## src/rtl/debug_unit_pkg.sv

```systemverilog
// Shared constants and state encodings for the host-side debug controller.
package debug_unit_pkg;

    localparam int unsigned DEF_PC_BITS          = 10;
    localparam int unsigned DEF_INSTRUCTION_BITS = 32;
    localparam int unsigned DEF_PROC_BITS        = 32;
    localparam int unsigned DEF_DATA_ADDRS_BITS  = 10;
    localparam int unsigned BYTE_BITS            = 8;

    localparam logic [7:0] CMD_LOAD = 8'h01;
    localparam logic [7:0] CMD_RUN  = 8'h02;
    localparam logic [7:0] CMD_DUMP = 8'h03;
    localparam logic [7:0] ACK_LOAD = 8'h01;
    localparam logic [7:0] ACK_RUN  = 8'h02;

    typedef enum logic [3:0] {
        ST_IDLE,
        ST_LOAD_CNT,
        ST_LOAD_BYTE,
        ST_WRITE,
        ST_ACK,
        ST_RUN,
        ST_RD_REQ,
        ST_RD_CAP,
        ST_SEND
    } state_t;

    typedef enum logic [0:0] {
        SER_IDLE,
        SER_WAIT
    } ser_state_t;

endpackage

```

## src/rtl/debug_tx_serializer.sv

```systemverilog
// Sends a word (4 bytes) or its low byte (1 byte) MSB first over the tx
// byte handshake and pulses o_done once the last byte has been accepted.
module debug_tx_serializer
    import debug_unit_pkg::*;
#(
    parameter int unsigned PROC_BITS = DEF_PROC_BITS
) (
    input  logic                 clk,
    input  logic                 rst,
    input  logic                 i_start,
    input  logic                 i_four,
    input  logic [PROC_BITS-1:0] i_word,
    input  logic                 i_tx_done,
    output logic [7:0]           o_tx_data,
    output logic                 o_tx_start,
    output logic                 o_done
);

    localparam int unsigned LOW_SHIFT = PROC_BITS - BYTE_BITS;

    ser_state_t           state_q, state_d;
    logic [PROC_BITS-1:0] shift_q, shift_d;
    logic [PROC_BITS-1:0] first_c;
    logic [1:0]           left_q, left_d;
    logic [7:0]           tx_data_q, tx_data_d;
    logic                 tx_start_q, tx_start_d;
    logic                 done_q, done_d;

    always_ff @(posedge clk or posedge rst) begin
        if (rst) begin
            state_q    <= SER_IDLE;
            shift_q    <= '0;
            left_q     <= '0;
            tx_data_q  <= '0;
            tx_start_q <= 1'b0;
            done_q     <= 1'b0;
        end else begin
            state_q    <= state_d;
            shift_q    <= shift_d;
            left_q     <= left_d;
            tx_data_q  <= tx_data_d;
            tx_start_q <= tx_start_d;
            done_q     <= done_d;
        end
    end

    // A single-byte send moves the low byte to the top so both cases shift out MSB first.
    always_comb begin
        state_d    = state_q;
        shift_d    = shift_q;
        left_d     = left_q;
        tx_data_d  = tx_data_q;
        tx_start_d = 1'b0;
        done_d     = 1'b0;
        first_c    = i_four ? i_word : (i_word << LOW_SHIFT);

        case (state_q)
            SER_IDLE: begin
                if (i_start) begin
                    tx_data_d  = first_c[PROC_BITS-1 -: BYTE_BITS];
                    shift_d    = first_c << BYTE_BITS;
                    left_d     = i_four ? 2'd3 : 2'd0;
                    tx_start_d = 1'b1;
                    state_d    = SER_WAIT;
                end
            end
            SER_WAIT: begin
                if (i_tx_done) begin
                    if (left_q == 2'd0) begin
                        done_d  = 1'b1;
                        state_d = SER_IDLE;
                    end else begin
                        tx_data_d  = shift_q[PROC_BITS-1 -: BYTE_BITS];
                        shift_d    = shift_q << BYTE_BITS;
                        left_d     = left_q - 2'd1;
                        tx_start_d = 1'b1;
                    end
                end
            end
            default: state_d = SER_IDLE;
        endcase
    end

    assign o_tx_data  = tx_data_q;
    assign o_tx_start = tx_start_q;
    assign o_done     = done_q;

endmodule

```

## src/rtl/debug_unit.sv

```systemverilog
// Debug controller: loads instruction memory from the UART byte stream,
// gates the pipeline enable until halt, and dumps data memory back as bytes.
module debug_unit
    import debug_unit_pkg::*;
#(
    parameter int unsigned PC_BITS          = DEF_PC_BITS,
    parameter int unsigned INSTRUCTION_BITS = DEF_INSTRUCTION_BITS,
    parameter int unsigned PROC_BITS        = DEF_PROC_BITS,
    parameter int unsigned DATA_ADDRS_BITS  = DEF_DATA_ADDRS_BITS,
    parameter int unsigned DUMP_WORDS       = 16
) (
    input  logic                        clk,
    input  logic                        rst,
    input  logic [7:0]                  i_rx_data,
    input  logic                        i_rx_done,
    input  logic                        i_tx_done,
    output logic [7:0]                  o_tx_data,
    output logic                        o_tx_start,
    output logic                        o_enable,
    output logic                        o_write_inst_mem,
    output logic [PC_BITS-1:0]          o_inst_mem_addr,
    output logic [INSTRUCTION_BITS-1:0] o_inst_mem_data,
    output logic                        o_debug_read_data,
    output logic [DATA_ADDRS_BITS-1:0]  o_debug_read_address,
    input  logic [PROC_BITS-1:0]        i_mem_data,
    input  logic                        i_halt,
    output logic                        o_busy
);

    localparam int unsigned ASM_BITS = INSTRUCTION_BITS - BYTE_BITS;
    localparam logic [DATA_ADDRS_BITS-1:0] LAST_ADDR = DATA_ADDRS_BITS'(DUMP_WORDS - 1);

    state_t                      state_q, state_d;
    logic [1:0]                  byte_cnt_q, byte_cnt_d;
    logic [7:0]                  words_left_q, words_left_d;
    logic [ASM_BITS-1:0]         asm_q, asm_d;
    logic [PC_BITS-1:0]          pc_q, pc_d;
    logic [DATA_ADDRS_BITS-1:0]  rd_addr_q, rd_addr_d;
    logic                        enable_q, enable_d;
    logic                        write_q, write_d;
    logic [PC_BITS-1:0]          inst_addr_q, inst_addr_d;
    logic [INSTRUCTION_BITS-1:0] inst_data_q, inst_data_d;
    logic                        rd_req_q, rd_req_d;
    logic                        busy_q, busy_d;

    logic                        ser_start_c;
    logic                        ser_four_c;
    logic [PROC_BITS-1:0]        ser_word_c;
    logic                        ser_done;

    always_ff @(posedge clk or posedge rst) begin
        if (rst) begin
            state_q      <= ST_IDLE;
            byte_cnt_q   <= '0;
            words_left_q <= '0;
            asm_q        <= '0;
            pc_q         <= '0;
            rd_addr_q    <= '0;
            enable_q     <= 1'b0;
            write_q      <= 1'b0;
            inst_addr_q  <= '0;
            inst_data_q  <= '0;
            rd_req_q     <= 1'b0;
            busy_q       <= 1'b0;
        end else begin
            state_q      <= state_d;
            byte_cnt_q   <= byte_cnt_d;
            words_left_q <= words_left_d;
            asm_q        <= asm_d;
            pc_q         <= pc_d;
            rd_addr_q    <= rd_addr_d;
            enable_q     <= enable_d;
            write_q      <= write_d;
            inst_addr_q  <= inst_addr_d;
            inst_data_q  <= inst_data_d;
            rd_req_q     <= rd_req_d;
            busy_q       <= busy_d;
        end
    end

    // Strobes are set on the transition into the state that owns them, so each
    // registered output lines up with the cycle its state is active.
    always_comb begin
        state_d      = state_q;
        byte_cnt_d   = byte_cnt_q;
        words_left_d = words_left_q;
        asm_d        = asm_q;
        pc_d         = pc_q;
        rd_addr_d    = rd_addr_q;
        enable_d     = 1'b0;
        write_d      = 1'b0;
        inst_addr_d  = inst_addr_q;
        inst_data_d  = inst_data_q;
        rd_req_d     = 1'b0;
        ser_start_c  = 1'b0;
        ser_four_c   = 1'b0;
        ser_word_c   = '0;

        case (state_q)
            ST_IDLE: begin
                if (i_rx_done) begin
                    case (i_rx_data)
                        CMD_LOAD: begin
                            pc_d    = '0;
                            state_d = ST_LOAD_CNT;
                        end
                        CMD_RUN: begin
                            enable_d = 1'b1;
                            state_d  = ST_RUN;
                        end
                        CMD_DUMP: begin
                            rd_addr_d = '0;
                            rd_req_d  = 1'b1;
                            state_d   = ST_RD_REQ;
                        end
                        default: ;
                    endcase
                end
            end
            ST_LOAD_CNT: begin
                if (i_rx_done) begin
                    if (i_rx_data == 8'd0) begin
                        state_d = ST_IDLE;
                    end else begin
                        words_left_d = i_rx_data;
                        byte_cnt_d   = 2'd0;
                        state_d      = ST_LOAD_BYTE;
                    end
                end
            end
            ST_LOAD_BYTE: begin
                if (i_rx_done) begin
                    if (byte_cnt_q == 2'd3) begin
                        write_d     = 1'b1;
                        inst_addr_d = pc_q;
                        inst_data_d = {asm_q, i_rx_data};
                        byte_cnt_d  = 2'd0;
                        state_d     = ST_WRITE;
                    end else begin
                        asm_d      = {asm_q[ASM_BITS-BYTE_BITS-1:0], i_rx_data};
                        byte_cnt_d = byte_cnt_q + 2'd1;
                    end
                end
            end
            ST_WRITE: begin
                pc_d         = pc_q + PC_BITS'(1);
                words_left_d = words_left_q - 8'd1;
                if (words_left_q == 8'd1) begin
                    ser_start_c = 1'b1;
                    ser_word_c  = PROC_BITS'(ACK_LOAD);
                    state_d     = ST_ACK;
                end else begin
                    state_d = ST_LOAD_BYTE;
                end
            end
            ST_ACK: begin
                if (ser_done) begin
                    state_d = ST_IDLE;
                end
            end
            ST_RUN: begin
                if (i_halt) begin
                    ser_start_c = 1'b1;
                    ser_word_c  = PROC_BITS'(ACK_RUN);
                    state_d     = ST_ACK;
                end else begin
                    enable_d = 1'b1;
                end
            end
            ST_RD_REQ: begin
                state_d = ST_RD_CAP;
            end
            ST_RD_CAP: begin
                ser_start_c = 1'b1;
                ser_four_c  = 1'b1;
                ser_word_c  = i_mem_data;
                state_d     = ST_SEND;
            end
            ST_SEND: begin
                if (ser_done) begin
                    if (rd_addr_q == LAST_ADDR) begin
                        state_d = ST_IDLE;
                    end else begin
                        rd_addr_d = rd_addr_q + DATA_ADDRS_BITS'(1);
                        rd_req_d  = 1'b1;
                        state_d   = ST_RD_REQ;
                    end
                end
            end
            default: state_d = ST_IDLE;
        endcase

        busy_d = (state_d != ST_IDLE);
    end

    debug_tx_serializer #(
        .PROC_BITS(PROC_BITS)
    ) u_ser (
        .clk       (clk),
        .rst       (rst),
        .i_start   (ser_start_c),
        .i_four    (ser_four_c),
        .i_word    (ser_word_c),
        .i_tx_done (i_tx_done),
        .o_tx_data (o_tx_data),
        .o_tx_start(o_tx_start),
        .o_done    (ser_done)
    );

    assign o_enable             = enable_q;
    assign o_write_inst_mem     = write_q;
    assign o_inst_mem_addr      = inst_addr_q;
    assign o_inst_mem_data      = inst_data_q;
    assign o_debug_read_data    = rd_req_q;
    assign o_debug_read_address = rd_addr_q;
    assign o_busy               = busy_q;

endmodule
```

## config.mk

```make
export PLATFORM = sky130hd
export DESIGN_NAME = debug_unit
export DESIGN_NICKNAME = d
export VERILOG_FILES = /design/src/rtl/debug_unit_pkg.sv /design/src/rtl/debug_tx_serializer.sv /design/src/rtl/debug_unit.sv
export SDC_FILE = /design/constraint.sdc
export NUM_CORES = 1
export LEC_CHECK = 0
export BUFFER_PORTS_ARGS = -buffer_cell sky130_fd_sc_hd__clkbuf_2
export CORE_ASPECT_RATIO = 2
export CORE_UTILIZATION = 60
export CTS_CLUSTER_DIAMETER = 150
export DETAILED_ROUTE_END_ITERATION = 7
export GPL_ROUTABILITY_DRIVEN = 1
export GPL_TIMING_DRIVEN = 1
export PLACE_DENSITY = 0.85
export SLEW_MARGIN = 20
export SYNTH_ARGS = -nofsm -noshare
export SYNTH_HDL_FRONTEND = slang
export SYNTH_SLANG_ARGS = --single-unit
export TNS_END_PERCENT = 1
```

## constraint.sdc

```tcl
create_clock -name clk -period 12.05 [get_ports clk]
set_input_delay 2.41 -clock clk [delete_from_list [all_inputs] [get_ports clk]]
set_output_delay 2.41 -clock clk [all_outputs]
set_load 0.1 [all_outputs]
```

# Yosys cells after proc, flatten, opt, wreduce, memory -nomap -nowiden

Cells that the tools add are included.

Register bits: 149
Bits of input ports: 45
Output and inout bits: 65
Word-level logic and storage cells: 135

Add/sub/neg operators: 5
Equality and inequality tests: 25
Mux-type cells: 70
Bitwise gates (word level): 2
Reduce and logical (&&, ||, !) cells: 15

Operator list:

| operator                                              | count |
|---|---|
| 2-to-1 mux 32 bit                                     | 4 |
| one-hot mux 32 bit (3 select lines)                   | 1 |
| one-hot mux 32 bit (2 select lines)                   | 1 |
| 2-to-1 mux 10 bit                                     | 6 |
| 2-to-1 mux 8 bit                                      | 5 |
| one-hot mux 10 bit (2 select lines)                   | 2 |
| one-hot mux 4 bit (9 select lines)                    | 1 |
| one-hot mux 8 bit (2 select lines)                    | 2 |
| 2-to-1 mux 4 bit                                      | 7 |
| 2-to-1 mux 1 bit                                      | 21 |
| adder 10 x 1 -> 10 bit (second input constant)        | 2 |
| 2-to-1 mux 2 bit                                      | 10 |
| equality test 4 x 3 -> 1 bit (second input constant)  | 4 |
| equality test 8 x 1 -> 1 bit (second input constant)  | 2 |
| equality test 8 x 2 -> 1 bit (second input constant)  | 2 |
| != test 2 bit (second input constant)                 | 8 |
| AND reduction 3 bit                                   | 5 |
| one-hot mux 4 bit (3 select lines)                    | 1 |
| equality test 10 x 4 -> 1 bit (second input constant) | 1 |
| equality test 4 x 2 -> 1 bit (second input constant)  | 2 |
| logical NOT 8 bit                                     | 1 |
| one-hot mux 1 bit (2 select lines)                    | 4 |
| one-hot mux 2 bit (2 select lines)                    | 2 |
| nonzero test 2 bit                                    | 4 |
| 15 further kinds                                      | 19 |

# Longest topological paths before layout

Gate-level depths: netlist of run 1.

Word-level depth: 6
Mapped depth: 9
Gate-level depth less buffers: 7

# Hierarchy

A second synthesis of run 1 with hierarchy kept.

Cell total of the unflattened synthesis: 669
Area total of the unflattened synthesis: 6533.8 µm²

By module, submodules not included:

| module              | times used | cells each | area each (µm²) | sequential area each (µm²) |
|---|---|---|---|---|
| debug_unit          | 1          | 500        | 4807.1          | 2602.5 |
| debug_tx_serializer | 1          | 169        | 1726.7          | 925.9 |

# Least setup slack after synthesis of run 1

Ideal clock, no wire load.

Kind: input to register
Start point: input port i_rx_data[6]
End point: register rd_addr_q[7] (netlist: o_debug_read_address[7])
Setup time: 77 ps
Arrival: 4054 ps
Required time: 11973 ps
Slack: 7919 ps
Stages on the path: 6
Path buffers: 1
Cell sequence: nor4_4 -> a41oi_2 -> or3_1 -> buf_2 -> or4_1 -> a21oi_1

Longest elaborated chain between the ends: 3

Ends and longest elaborated chain:

| what                                    | line              | source |
|---|---|---|
| from (decl)                             | debug_unit.sv:14  | `input logic [7:0] i_rx_data,` |
| equality test 8 x 2 -> 1 bit            | debug_unit.sv:102 | `case (i_rx_data)` |
| != test 2 x 1 -> 1 bit (no source line) | n/a               |  |
| AND reduction 5 bit (no source line)    | n/a               |  |
| to (signal assigned)                    | debug_unit.sv:71  | `rd_addr_q <= rd_addr_d;` |
| to (decl)                               | debug_unit.sv:38  | `logic [DATA_ADDRS_BITS-1:0] rd_addr_q, rd_addr_d;` |

No other way between the ends.
A chain may end at the register's enable or synchronous reset.

# Final worst setup path of run 1

Ends and elaborated chain as after synthesis.

==> results.json, run 1 <==
{
  "status": "complete, no violations",
  "synthSimpleGateAreaFrac_pct": 17.5,
  "r2r_slack_ns": 9.06,
  "synth-compound-area-share_pct": 10.6,
  "grt_first_pass_wirelength_microns": 22800,
  "vias": 4892,
  "gp_congestion": 0.869,
  "post-synth-top-count-cell": "nand2_1",
  "synth.top_cell.area_share_pct": 56.5,
  "synth_top_cell_by_area": "dfrtp_1",
  "ir_worst_vdd_uv": 198,
  "grt_usage_pct": 27.4,
  "syn_avg_cell_area_sq_um": 10.6,
  "reg2reg_to": "u_ser.shift_q[22]",
  "setup_viol": 0,
  "grt_max_degree": 86,
  "htreeDepth": 4,
  "startpoint": "i_rx_data[6]",
  "ff2ff_path_depth": 7,
  "slew_violations": 0,
  "synthCells": 590,
  "crit_required_ns": 12.39,
  "rows": 52,
  "die_area_sq_um": 10800,
  "core_area_sq_um": 10100,
  "grt_antenna_before_repair": 0,
  "synthFlopType": "dfrtp_1",
  "antenna_cells": 0,
  "wl_per_cell_microns": 16.3,
  "cp_max_fo": 17,
  "endpoint": "o_debug_read_address[7]",
  "p_leak_nw": 3.68,
  "synthArstFlopShare_pct": 100,
  "yosysWarnings": 0,
  "relSlewSlack_pct": 30.9,
  "crit_type": "input port to flip-flop",
  "port_buffers": 109,
  "synth_fp_nets": 641,
  "r2r-start": "state_q[1]",
  "synth_top_family_by_area": "simple AND/OR/NAND/NOR gates",
  "crit_arrival_ns": 4.47,
  "rsz0062_at_grt": "false",
  "routed_via_density": 5.84,
  "max_slew.worst_pin.slew_ns": 1.04,
  "drt-pass1-iter-count": 4,
  "synth_fa_ha_area_share_pct": 1.20,
  "hold_buffers": 0,
  "synth_area_leaders": "dfrtp_1 57%, mux2_2 9.2%, nand2_1 8.7%, a22o_1 4.3%, o21ai_0 1.7%",
  "ant_nets": 0,
  "clock-root-buffer": "clkbuf_16",
  "period_share_pct": 34.3,
  "power.total_mw": 2.23,
  "hpwl_microns": 9290,
  "layout-drive-gt1-share_pct": 28.9,
  "synth_xor_area_share_pct": 1.54,
  "cts_sinks": 141,
  "yosysUniqueCellTypes": 51,
  "cts_tree": "built",
  "synthMuxAreaShare_pct": 9.68,
  "clk_pin_slew_worst_paths_ns": 0.06,
  "cp-start-kind": "input port",
  "min_path_type": "flip-flop to flip-flop",
  "syn2layout_area_growth_pct": 19.4,
  "tns_ns": 0,
  "drc": 0,
  "min_period_ns": 4.13,
  "hold_viol_final": 0,
  "die_y_microns": 146,
  "yosysSeqAreaShare_pct": 56.5,
  "drv_cap": 0,
  "dieWidth_microns": 74.1,
  "cts_max_path_buffers": 2,
  "drtIter0Drc": 379,
  "grt_pass1_vias": 4869,
  "clock-skew-final_ns": 0.00750,
  "ys_seq_elements": 141,
  "ctsResizeCount": 0,
  "p_per_area_nw_per_um2": 299,
  "clock_latency_ns": 0.41,
  "grt_overflow": 0,
  "syn_area_sq_um": 6240,
  "end_kind": "flip-flop",
  "max_freq_ghz": 0.242,
  "post_cts_buffers": 0,
  "initial_core_util_pct": 61.9,
  "final_util_pct": 73.9,
  "nets": 741,
  "fin_ws_ns": 7.92,
  "wl_microns": 13700,
  "dp_slack_ns": 7.50,
  "synth-edff-count": 0,
  "cts_made_buffers": 17,
  "yosys-top-cells-count": "144 x nand2_1, 141 x dfrtp_1, 51 x mux2_2",
  "boundaryPins": 110,
  "fin_hold_ws_ns": 0.473
}
[sequential cells by signal, summed over array words and instances, names as in the netlist, 2 cells and up]
name,flops
o_inst_mem_data,32
asm_q,24
u_ser.shift_q,24
o_debug_read_address,10
o_inst_mem_addr,10
pc_q,10
u_ser.o_tx_data,8
words_left_q,8
state_q,4
byte_cnt_q,2
u_ser.left_q,2
[power by group]
| group | internal (mW) | total [mW] | switching (mW) |
|---|---|---|---|
| clock network | 0.311 | 0.512 | 0.200 |
| registers | 0.638 | 0.766 | 0.127 |
| logic | 0.205 | 0.950 | 0.746 |
[per-layer routing]
metal  global-route usage [%]  vias up  wire length (microns)
met3                     5.87       33                    529
met2                     47.8      167                   7550
met5                        0        -                      0
li1                         -     2256                      -
met4                     10.6        0                    338
met1                     31.8     2436                   5260
[critical path: stages]
cell and delay, ns:
clkbuf_2 0.14, nor4_4 0.40, a41oi_2 0.19, or3_1 0.62, or4_1 0.57, a21oi_1 0.14
[cell usage in the layout (no fill, tap or decap), types with 5 or more instances in the layout]
cell type and instances:
ha_1 6, dfrtp_1 141, o21ai_0 21, inv_1 13, nor4_1 6, nor2_1 22, nand2_1 144, a22o_1 31
nor3_1 6, clkbuf_2 109, xor2_1 7, a21oi_1 16, nor2b_1 5, nand4_1 9, nand2b_1 5, and3_1 5
mux2_2 51, or4_1 5, clkbuf_16 17, nand3_1 19
[stage by stage]
step	cell area [sq um]	std cells
detailed placement	6860	806
global route	7450	838
floorplan	6240	590
global placement	6860	806
finish	7450	838
CTS	7440	838
[logic make-up (layout without fill, tap and decap cells)]
| logic type | Yosys count | count (layout) |
|---|---|---|
| adder cells (fa/ha/maj) | 6 | 6 |
| buffers and inverters | 47 | 160 |
| flip-flops | 141 | 141 |
| multiplexers | 54 | 54 |
| AO/OA/AOI/OAI | 92 | 92 |
| XOR/XNOR | 11 | 11 |
| AND/OR/NAND/NOR | 239 | 239 |
[cell type report]
cell class	count	area (sq um)
multi-input combinational	402	2540
tap	135	169
clock buffer	20	447
sequential	141	3530
timing repair buffer	112	572
inverter	16	65.1
fill	646	2630
clock inverter	12	135
[how the worst min path moves through the flow]
stage          slack [ns]                   to                 from  depth (start not counted)
3_5_place_dp         0.45  o_inst_mem_data[28]            asm_q[20]                          2
4_1_cts              0.48   o_inst_mem_data[9]   o_inst_mem_data[9]                          2
3_3_place_gp         0.44  o_inst_mem_data[27]            asm_q[19]                          2
2_1_floorplan        0.43  o_inst_mem_data[24]            asm_q[16]                          2
5_1_grt              0.50  o_inst_mem_data[17]  o_inst_mem_data[17]                          2
6_report             0.47  o_inst_mem_data[22]  o_inst_mem_data[22]                          2
Power figures use the tool's default switching activity.
==> run 2: changes to the inputs <==
--- a/config.mk
+++ b/config.mk
@@ -7,12 +7,12 @@
 export LEC_CHECK = 0
 export BUFFER_PORTS_ARGS = -buffer_cell sky130_fd_sc_hd__clkbuf_2
 export CORE_ASPECT_RATIO = 2
-export CORE_UTILIZATION = 60
+export CORE_UTILIZATION = 56
 export CTS_CLUSTER_DIAMETER = 150
 export DETAILED_ROUTE_END_ITERATION = 7
 export GPL_ROUTABILITY_DRIVEN = 1
 export GPL_TIMING_DRIVEN = 1
-export PLACE_DENSITY = 0.85
+export PLACE_DENSITY = 0.8
 export SLEW_MARGIN = 20
 export SYNTH_ARGS = -nofsm -noshare
 export SYNTH_HDL_FRONTEND = slang
==> constraint.sdc (replaced) <==
create_clock -name clk -period 4.2 [get_ports clk]
set_input_delay 0.84 -clock clk [delete_from_list [all_inputs] [get_ports clk]]
set_output_delay 0.84 -clock clk [all_outputs]
set_load 0.1 [all_outputs]
==> results.json, run 2 (synthesized netlist as in run 1, its figures left out) <==
{
  "clock-root-buffer": "clkbuf_16",
  "top_usage_layer": "met2",
  "ctsResizeCount": 0,
  "cp-start-kind": "flip-flop",
  "tns_ns": 0,
  "gp_congestion": 0.847,
  "cts_tree": "built",
  "ant_nets": 0,
  "use_met3_pct": 5.66,
  "drtIter0Drc": 261,
  "period_share_pct": 68.4,
  "grt_max_degree": 75,
  "wl_microns": 13600,
  "layout_commonest_cell": "nand2_1",
  "clk_pin_slew_worst_paths_ns": 0.06,
  "drc": 0,
  "rows": 54,
  "setup_viol": 0,
  "grt_pass1_vias": 4930,
  "grt_antenna_before_repair": 0,
  "min_period_ns": 2.87,
  "vias": 4842,
  "fin_hold_ws_ns": 0.377,
  "max_slew.worst_pin.slew_ns": 1.02,
  "die_area_sq_um": 11600,
  "post_cts_buffers": 0,
  "grt_overflow": 0,
  "relSlewSlack_pct": 31.8,
  "core_area_sq_um": 10900,
  "htreeDepth": 4,
  "initial_core_util_pct": 57.4,
  "syn2layout_area_growth_pct": 20.3,
  "reg2reg_to": "u_ser.shift_q[27]",
  "antenna_cells": 0,
  "final_cell_mix": "144 x nand2_1, 141 x dfrtp_1, 109 x clkbuf_2, 51 x mux2_2, 31 x a22o_1",
  "port_buffers": 109,
  "wl_per_cell_microns": 16.1,
  "p_leak_nw": 3.70,
  "rsz0062_at_grt": "false",
  "max_freq_ghz": 0.348,
  "cts_sinks": 141,
  "clock-skew-final_ns": 0.0117,
  "boundaryPins": 110,
  "p_per_area_nw_per_um2": 856,
  "grt_first_pass_wirelength_microns": 22400,
  "layout-drive-gt1-share_pct": 29.3,
  "slew_violations": 0,
  "hold_buffers": 0,
  "r2r_slack_ns": 1.33,
  "hpwl_microns": 9580,
  "ff2ff_path_depth": 7,
  "dieWidth_microns": 76.7,
  "crit_required_ns": 4.50,
  "min_path_type": "input port to async pin",
  "cp_max_fo": 27,
  "crit_arrival_ns": 3.18,
  "grt_use_met2_pct": 44.2,
  "grt_util_met1_pct": 27.8,
  "ir_worst_vdd_uv": 527,
  "clock_latency_ns": 0.42,
  "drt-pass1-iter-count": 5,
  "grt_usage_pct": 24.7,
  "cts_max_path_buffers": 2,
  "crit_type": "flip-flop to flip-flop",
  "hold_viol_final": 0,
  "drv_cap": 0,
  "nets": 744,
  "cts_made_buffers": 17,
  "startpoint": "state_q[1]",
  "status": "complete, no violations",
  "r2r-start": "state_q[1]",
  "end_kind": "flip-flop",
  "routed_via_density": 5.72,
  "die_y_microns": 151,
  "largest_reg_flops": 32
}
==> run 2: changes by cell type in the layout (fill, tap and decap cells not counted) <==
cell and delta:
buf_4 +3, clkbuf_1 -2, clkinv_2 -2, inv_6 +2, buf_12 +1, buf_6 -1, clkbuf_8 -1, clkinv_8 +1
clkinvlp_4 +1, inv_1 +1, inv_2 -1, inv_8 +1
==> run 2: worst max-delay path by stage <==
stage                               to  slack, ns  cells after the start
2_1_floorplan  o_debug_read_address[7]       1.54                      7
3_3_place_gp   o_debug_read_address[7]       1.26                      6
3_5_place_dp   o_debug_read_address[5]       1.22                      6
4_1_cts              u_ser.shift_q[16]       1.33                      7
5_1_grt              u_ser.shift_q[16]       1.05                      6
6_report             u_ser.shift_q[27]       1.33                      7
==> run 2: metal layers <==
layer / vias up / share of wire [%]
li1: 2267 / -
met5: - / 0
met4: 0 / 2.2
met2: 162 / 55
met3: 32 / 4.1
met1: 2381 / 39
==> run 2: area by class of cell <==
type	instances	area, sq um
Fill cell	824	3370
Clock inverter	15	179
Sequential cell	141	3530
Multi-Input combinational cell	402	2540
Clock buffer	17	425
Tap cell	140	175
Inverter	16	63.8
Timing Repair Buffer	115	603
==> run 2: power by group <==
| group | switching, mW | internal (mW) |
|---|---|---|
| registers | 0.352 | 1.83 |
| clock network | 0.628 | 0.894 |
| logic | 2.13 | 0.592 |
==> run 2: metrics by stage <==
| stage | area (sq um) | setup slack [ns] | std cells | util (%) | total power [mW] |
|---|---|---|---|---|---|
| 6_report | 7510 | 1.33 | 846 | 69.1 | 6.43 |
| 5_1_grt | 7510 | 1.05 | 846 | 69.1 | 6.71 |
| 4_1_cts | 7510 | 1.33 | 846 | 69.0 | 6.46 |
| 3_5_place_dp | 6900 | 1.22 | 814 | 63.5 | 4.93 |
| 3_3_place_gp | 6900 | 1.26 | 814 | 63.5 | 4.83 |
| 2_1_floorplan | 6250 | 1.54 | 590 | - | 4.43 |
==> run 2: worst max-delay path: stages (launching register included) <==
cell and delay (ns):
dfrtp_1 0.62, nor4bb_1 0.33, buf_4 0.22, nand4_1 0.20, a21oi_1 0.28, a31oi_2 0.15
inv_2 0.55, mux2_2 0.40
